File: src/rtl/cache_arbiter.sv
// Round-robin arbiter sharing one L2 port between the L1 I-cache and D-cache miss paths.
// Request/data outputs are a combinational mux on the registered grant state.
module cache_arbiter #(
    parameter int LINE_WIDTH = 128
) (
    input  logic                  clk,
    input  logic                  reset,

    input  logic [15:0]           icache_pmem_address,
    input  logic                  icache_pmem_read,
    output logic [LINE_WIDTH-1:0] icache_pmem_rdata,
    output logic                  icache_pmem_resp,

    input  logic [15:0]           dcache_pmem_address,
    input  logic [LINE_WIDTH-1:0] dcache_pmem_wdata,
    input  logic                  dcache_pmem_read,
    input  logic                  dcache_pmem_write,
    output logic [LINE_WIDTH-1:0] dcache_pmem_rdata,
    output logic                  dcache_pmem_resp,

    output logic [15:0]           l2_address,
    output logic [LINE_WIDTH-1:0] l2_wdata,
    output logic                  l2_read,
    output logic                  l2_write,
    input  logic [LINE_WIDTH-1:0] l2_rdata,
    input  logic                  l2_resp
);

    typedef enum logic [1:0] {
        IDLE,
        GRANT_I,
        GRANT_D
    } state_t;

    state_t r_state;
    logic   r_last_d;

    logic   w_i_req;
    logic   w_d_req;

    assign w_i_req = icache_pmem_read;
    assign w_d_req = dcache_pmem_read | dcache_pmem_write;

    // A grant also ends early if its requester drops the request without a response.
    always_ff @(posedge clk) begin
        if (reset) begin
            r_state  <= IDLE;
            r_last_d <= 1'b1;
        end else begin
            case (r_state)
                IDLE: begin
                    if (w_i_req && (!w_d_req || r_last_d)) begin
                        r_state  <= GRANT_I;
                        r_last_d <= 1'b0;
                    end else if (w_d_req) begin
                        r_state  <= GRANT_D;
                        r_last_d <= 1'b1;
                    end
                end
                GRANT_I: begin
                    if (l2_resp || !w_i_req)
                        r_state <= IDLE;
                end
                GRANT_D: begin
                    if (l2_resp || !w_d_req)
                        r_state <= IDLE;
                end
                default: r_state <= IDLE;
            endcase
        end
    end

    // Outputs are forced quiet while reset is held so an abandoned grant never leaks.
    always_comb begin
        icache_pmem_rdata = l2_rdata;
        dcache_pmem_rdata = l2_rdata;
        icache_pmem_resp  = 1'b0;
        dcache_pmem_resp  = 1'b0;
        l2_address        = '0;
        l2_wdata          = '0;
        l2_read           = 1'b0;
        l2_write          = 1'b0;
        if (!reset) begin
            case (r_state)
                GRANT_I: begin
                    l2_address       = icache_pmem_address;
                    l2_read          = icache_pmem_read;
                    icache_pmem_resp = l2_resp;
                end
                GRANT_D: begin
                    l2_address       = dcache_pmem_address;
                    l2_wdata         = dcache_pmem_wdata;
                    l2_read          = dcache_pmem_read;
                    l2_write         = dcache_pmem_write;
                    dcache_pmem_resp = l2_resp;
                end
                default: ;
            endcase
        end
    end

endmodule

File: config.mk
export PLATFORM = sky130hd
export DESIGN_NAME = cache_arbiter
export DESIGN_NICKNAME = d
export VERILOG_FILES = /design/src/rtl/cache_arbiter.sv
export SDC_FILE = /design/constraint.sdc
export NUM_CORES = 1
export LEC_CHECK = 0
export ABC_AREA = 1
export ABC_CLOCK_PERIOD_IN_PS = 1800
export CORE_AREA = 2 2 272 274
export CTS_CLUSTER_SIZE = 10
export DETAILED_ROUTE_END_ITERATION = 7
export DIE_AREA = 0 0 274 276
export DONT_BUFFER_PORTS = 1
export HOLD_SLACK_MARGIN = 0.02
export SYNTH_ARGS = -nofsm -noshare
export SYNTH_HDL_FRONTEND = slang
export SYNTH_SLANG_ARGS = --single-unit
File: constraint.sdc
create_clock -name clk -period 1.8 [get_ports clk]
set_input_delay 0.27 -clock clk [delete_from_list [all_inputs] [get_ports clk]]
set_output_delay 0.27 -clock clk [all_outputs]
set_load 0.02 [all_outputs]
After elaboration in Yosys (flattened, before gate mapping):

Index checks and enable logic that the tools add are counted.

* register bits: 3
* bits of input ports: 294
* output and inout port bits: 404

* reductions and logical operators: 10
* muxes and demuxes: 19
* equality and inequality tests: 5
* bitwise operators: 1

Operators with widths (number)
* 128-bit 2-to-1 mux: 2
* 16-bit one-hot mux with 2 select lines: 1
* 16-bit 2-to-1 mux: 1
* 1-bit 2-to-1 mux: 9
* 2-bit 2-to-1 mux: 4
* 2-bit one-hot mux with 3 select lines: 1
* 2-bit inequality test (second input constant): 2
* 1-bit logical OR: 3
* 3-bit inequality test (second input constant): 1
* 3-bit AND reduction: 1
* 2-bit by 1-bit equality test with 1-bit output (second input constant): 1
* 2-bit equality test (second input constant): 1
* 1-bit logical NOT: 2
* 2-bit logical NOT: 1
* 1-bit one-hot mux with 2 select lines: 1
* 2-bit AND reduction: 1
* 2-bit nonzero test: 1
* 1-bit logical AND: 1
* 1-bit OR: 1

Depth between registers and ports, before layout:

* depth after elaboration: 6
* depth in mapped cells: 8
* depth with buffers taken out: 7

Worst setup path before layout:

OpenSTA, ideal clock, no wires.

* path type: reg2out
* start point: register r_state[1]
* end point: output port l2_address[10]
* setup slack: 258 ps
* stages on the path, launching flop included: 7
* required time: 1530 ps
* arrival time: 1272 ps
* buffers on the path: 2
* cell sequence: dfxtp_1 -> inv_1 -> ha_1 -> buf_2 -> buf_2 -> nand2_1 -> a21oi_1

* longest elaborated chain between the ends: 3

Ends and longest elaborated chain
* from (decl): line 35 `state_t r_state;`
* from (signal assigned): line 47 `r_state <= IDLE;`
* from (signal assigned): line 53 `r_state <= GRANT_I;`
* from (signal assigned): line 56 `r_state <= GRANT_D;`
* 2-bit equality test or 2-bit by 1-bit equality test with 1-bit output (tied branches): line 84 `case (r_state)`
* 16-bit one-hot mux with 2 select lines *: line 84
* 16-bit 2-to-1 mux *: line 83 `if (!reset) begin`
* to (decl): line 21 `output logic [15:0] l2_address,`

Every way passes the cells marked *; elsewhere a longest branch is shown, timed or not.

Worst setup path in the final report:

* start point: register r_state[0]
* end point: output port l2_wdata[89]

* longest elaborated chain between the ends: 3

Ends and longest elaborated chain
* 2-bit equality test: line 84
* 128-bit 2-to-1 mux: line 84
* 128-bit 2-to-1 mux: line 83
* to (decl): line 22 `output logic [LINE_WIDTH-1:0] l2_wdata,`

No other way between the ends.

==> results.sh <==
export IMPL_status="finished, violations left"
export IMPL_violations="setup timing"
export IMPL_fmaxAchievable_ghz=0.547
export IMPL_clk_insertion_delay_late_ns=0.22
export IMPL_wl_met2_um=13300
export IMPL_io_buffers=0
export IMPL_drive_gt1_share_pct=44.3
export IMPL_n_fill_cell=8656
export IMPL_path_delay_family="buffers and inverters"
export IMPL_grt_overflow_total=0
export IMPL_grt_setup_unrepaired="yes"
export IMPL_finalHoldViolCount=0
export IMPL_rrSetupSlack_ns=0.33
export IMPL_grt_pass1_wl_um=32600
export IMPL_avgRoutedWirePerCell_um=19.2
export IMPL_root_buffer="clkbuf_16"
export IMPL_critPathMaxFanout=7
export IMPL_ff_latch_area_um2=65.1
export IMPL_max_clock_path_buffers=2
export IMPL_top_layer_used="met5"
export IMPL_hold_end="r_state[0]$_SDFFE_PP0P_"
export IMPL_synth_area_mm2=0.00359
export IMPL_nets=822
export IMPL_num_vias=3418
export IMPL_ant_nets=0
export IMPL_pwr_share_clk_pct=21.8
export IMPL_p_seq_share_pct=5.3
export IMPL_min_from="icache_pmem_read"
export IMPL_p_comb_share_pct=72.9
export IMPL_drtIter0Drc=67
export IMPL_wl_met3_um=4820
export IMPL_ys_warn_count=0
export IMPL_instances_no_fill=1485
export IMPL_path_cells="inv_4 > ha_4 > buf_12 > buf_12 > clkbuf_16 > nand2_1 > nor2_1 > buf_4"
export IMPL_ys_types=14
export IMPL_slowest_stage="dfxtp_4"
export IMPL_yosysMostFrequentCell="buf_4"
export IMPL_cap_viol_max_count=0
export IMPL_gp_congestion=0.784
export IMPL_path_common_cell="buf_12"
export IMPL_initial_core_util_pct=4.95
export IMPL_synthFlopType="dfxtp_1"
export IMPL_syn_nets=937
export IMPL_rows=99
export IMPL_min_period_over_period_pct=102
export IMPL_ys_seq_area_share_pct=1.67
export IMPL_place_ws_ns=0.0677
export IMPL_r2r_start="r_state[0]$_SDFFE_PP0P_"
export IMPL_synthCells=640
export IMPL_r2r_end="r_state[0]$_SDFFE_PP0P_"
export IMPL_cts_buffers=3
export IMPL_ys_seq_elements=3
export IMPL_grt_max_degree=134
export IMPL_wl_met1_um=7970
export IMPL_design_die_area_mm2=0.0756
export IMPL_maxSlewViolCount=0
export IMPL_whs_path_depth=4
export IMPL_synth_edf_count=0
export IMPL_placedInstanceArea_mm2=0.00386
export IMPL_drc_errors=0
export IMPL_num_io_pins=698
export IMPL_dp_hpwl_um=23100
export IMPL_synth_common_cells="buf_4, nand2_1, nor2_1"
export IMPL_wl_um=28500
export IMPL_cts_sinks=3
export IMPL_cts_tree="done"
export IMPL_skew_ns=0.000605
export IMPL_die_y_um=276
export IMPL_tightest_slew_ns=0.560
export IMPL_postSynth_asyncResetShare_pct=0
export IMPL_core_region_area_mm2=0.0726
export IMPL_multi_input_area_mm2=0.00156
export IMPL_setup_viol=21
export IMPL_cp_start_kind="flip-flop"
export IMPL_setup_tns_ns=-0.252
export IMPL_hold_buffers=0
export IMPL_critPathMaxStageDelay_ns=0.34
export IMPL_r2r_cells=9
export IMPL_die_w_um=274
export IMPL_fin_ws_ns=-0.0281
export IMPL_switching_share_pct=47.2
export IMPL_crit_buf_inv=5
export IMPL_synth_top_area_share_pct=56.4
export IMPL_area_growth_pct=25.2
export IMPL_relSlewSlack_pct=62.7
export IMPL_p_sw_uw=756
export IMPL_drtPass1Iterations=4
export IMPL_fin_area_mm2=0.00450
export IMPL_cp_arrival_ns=1.56
export IMPL_cp_required_ns=1.53
export IMPL_crit_type="flip-flop to primary output"
export IMPL_grtUsageTotal_pct=6.62
export IMPL_peakVddDrop_v=0.000418
export IMPL_syn_area_per_cell_um2=5.61
export IMPL_cp_depth=8
export IMPL_intPower_uw=846
export IMPL_antenna_found_initial=15
export IMPL_powerDensity_mw_per_mm2=356
export IMPL_ys_top_cells_by_area="buf_4, nand2_1, nor2_1"
export IMPL_cp_end_kind="primary output"
export IMPL_post_place_cells=1465
export IMPL_htreeDepth=1
export IMPL_hold_path_class="input pin to flip-flop"
export IMPL_finalCriticalPeriod_ns=1.83
export IMPL_clk_pin_slew_ns=0.03
export IMPL_synth_area_leader_cell="buf_4"
export IMPL_p_leak_uw=0.00161
export IMPL_vias_per_cell=2.30
export IMPL_grt_pass1_vias=3294
## how the worst max path moves through the flow
stage,start,slack (ns),endpoint
6_report,r_state[0]$_SDFFE_PP0P_,-0.03,l2_wdata[89]
5_1_grt,r_state[0]$_SDFFE_PP0P_,-0.07,l2_wdata[97]
4_1_cts,r_state[0]$_SDFFE_PP0P_,-0.03,l2_wdata[99]
3_3_place_gp,r_state[0]$_SDFFE_PP0P_,0.14,l2_wdata[15]
2_1_floorplan,r_state[1]$_SDFFE_PP0P_,0.26,l2_address[10]
3_5_place_dp,r_state[0]$_SDFFE_PP0P_,0.07,l2_wdata[80]
## through the flow
stage                     hold WS [ns]  utilization (%)  power, µW
after floorplan                  0.457                -       1490
after global placement           0.438             5.32        951
after detailed placement         0.448             5.32        969
after CTS                        0.209             5.68       1470
after global routing             0.302             6.19       1720
final                            0.284             6.20       1600
## state kept, by name, summed over array words and instances, names as in the netlist
| signal | count |
|---|---|
| r_state | 2 |
| r_last_d | 1 |
## worst reg2reg max path: stages (launching register included)
cell and delay (ns):
dfxtp_4 0.34, buf_4 0.13, ha_1 0.22, buf_12 0.16
nand2_1 0.10, buf_4 0.11, nand2_1 0.05, nand2_1 0.07
nand2_1 0.06, a21oi_1 0.14
## layout make-up
cell class | count | share of cell area, %
Timing Repair Buffer | 169 | 34.5
Multi-Input combinational cell | 339 | 34.7
Antenna cell | 2 | 0.111
Inverter | 9 | 0.807
Sequential cell | 3 | 1.45
Clock buffer | 4 | 1.75
Tap cell | 959 | 26.7
## cells in the final DEF, fill, tap and decap left out, types with 4 or more instances in the layout
cell	n
buf_6	18
nand2_1	148
nand2_2	23
nor2_2	10
a21oi_2	17
nand3_1	4
buf_4	138
buf_16	5
nor2_1	124
inv_1	8
buf_12	5
clkbuf_16	6
## metal layers
metal / vias up / GRT usage [%]
met5: - / 0
met4: 22 / 4.75
met3: 190 / 4.68
met2: 375 / 11.5
met1: 1404 / 5.08
li1: 1427 / -
## what timing repair did
action | CTS | global route
pin swaps | 1 | 29
resized for setup | 10 | 80
cloned | 3 | 4
buffers inserted | 5 | 2
setup endpoints to repair | 138 | 123
## power by group through the flow
stage	Sequential, µW	Clock, µW	Combinational (µW)
2_1_floorplan	81.5	0	1410
3_5_place_dp	84.1	0	885
4_1_cts	84.3	356	1030
3_3_place_gp	83.1	0	868
6_report	85.4	349	1170
5_1_grt	86.0	369	1270
## kinds of logic (layout without fill, tap and decap cells)
group                      Yosys count  count (layout)  share of synthesized area, %
other                                0               2                             0
AOI/OAI and AO/OA                   22              22                          3.13
and+or+nand+nor                    313             314                          32.9
adders and majority gates            3               3                          1.05
DFF                                  3               3                          1.67
buffers and inverters              299             182                          61.2
(Power assumes the default switching activity.)
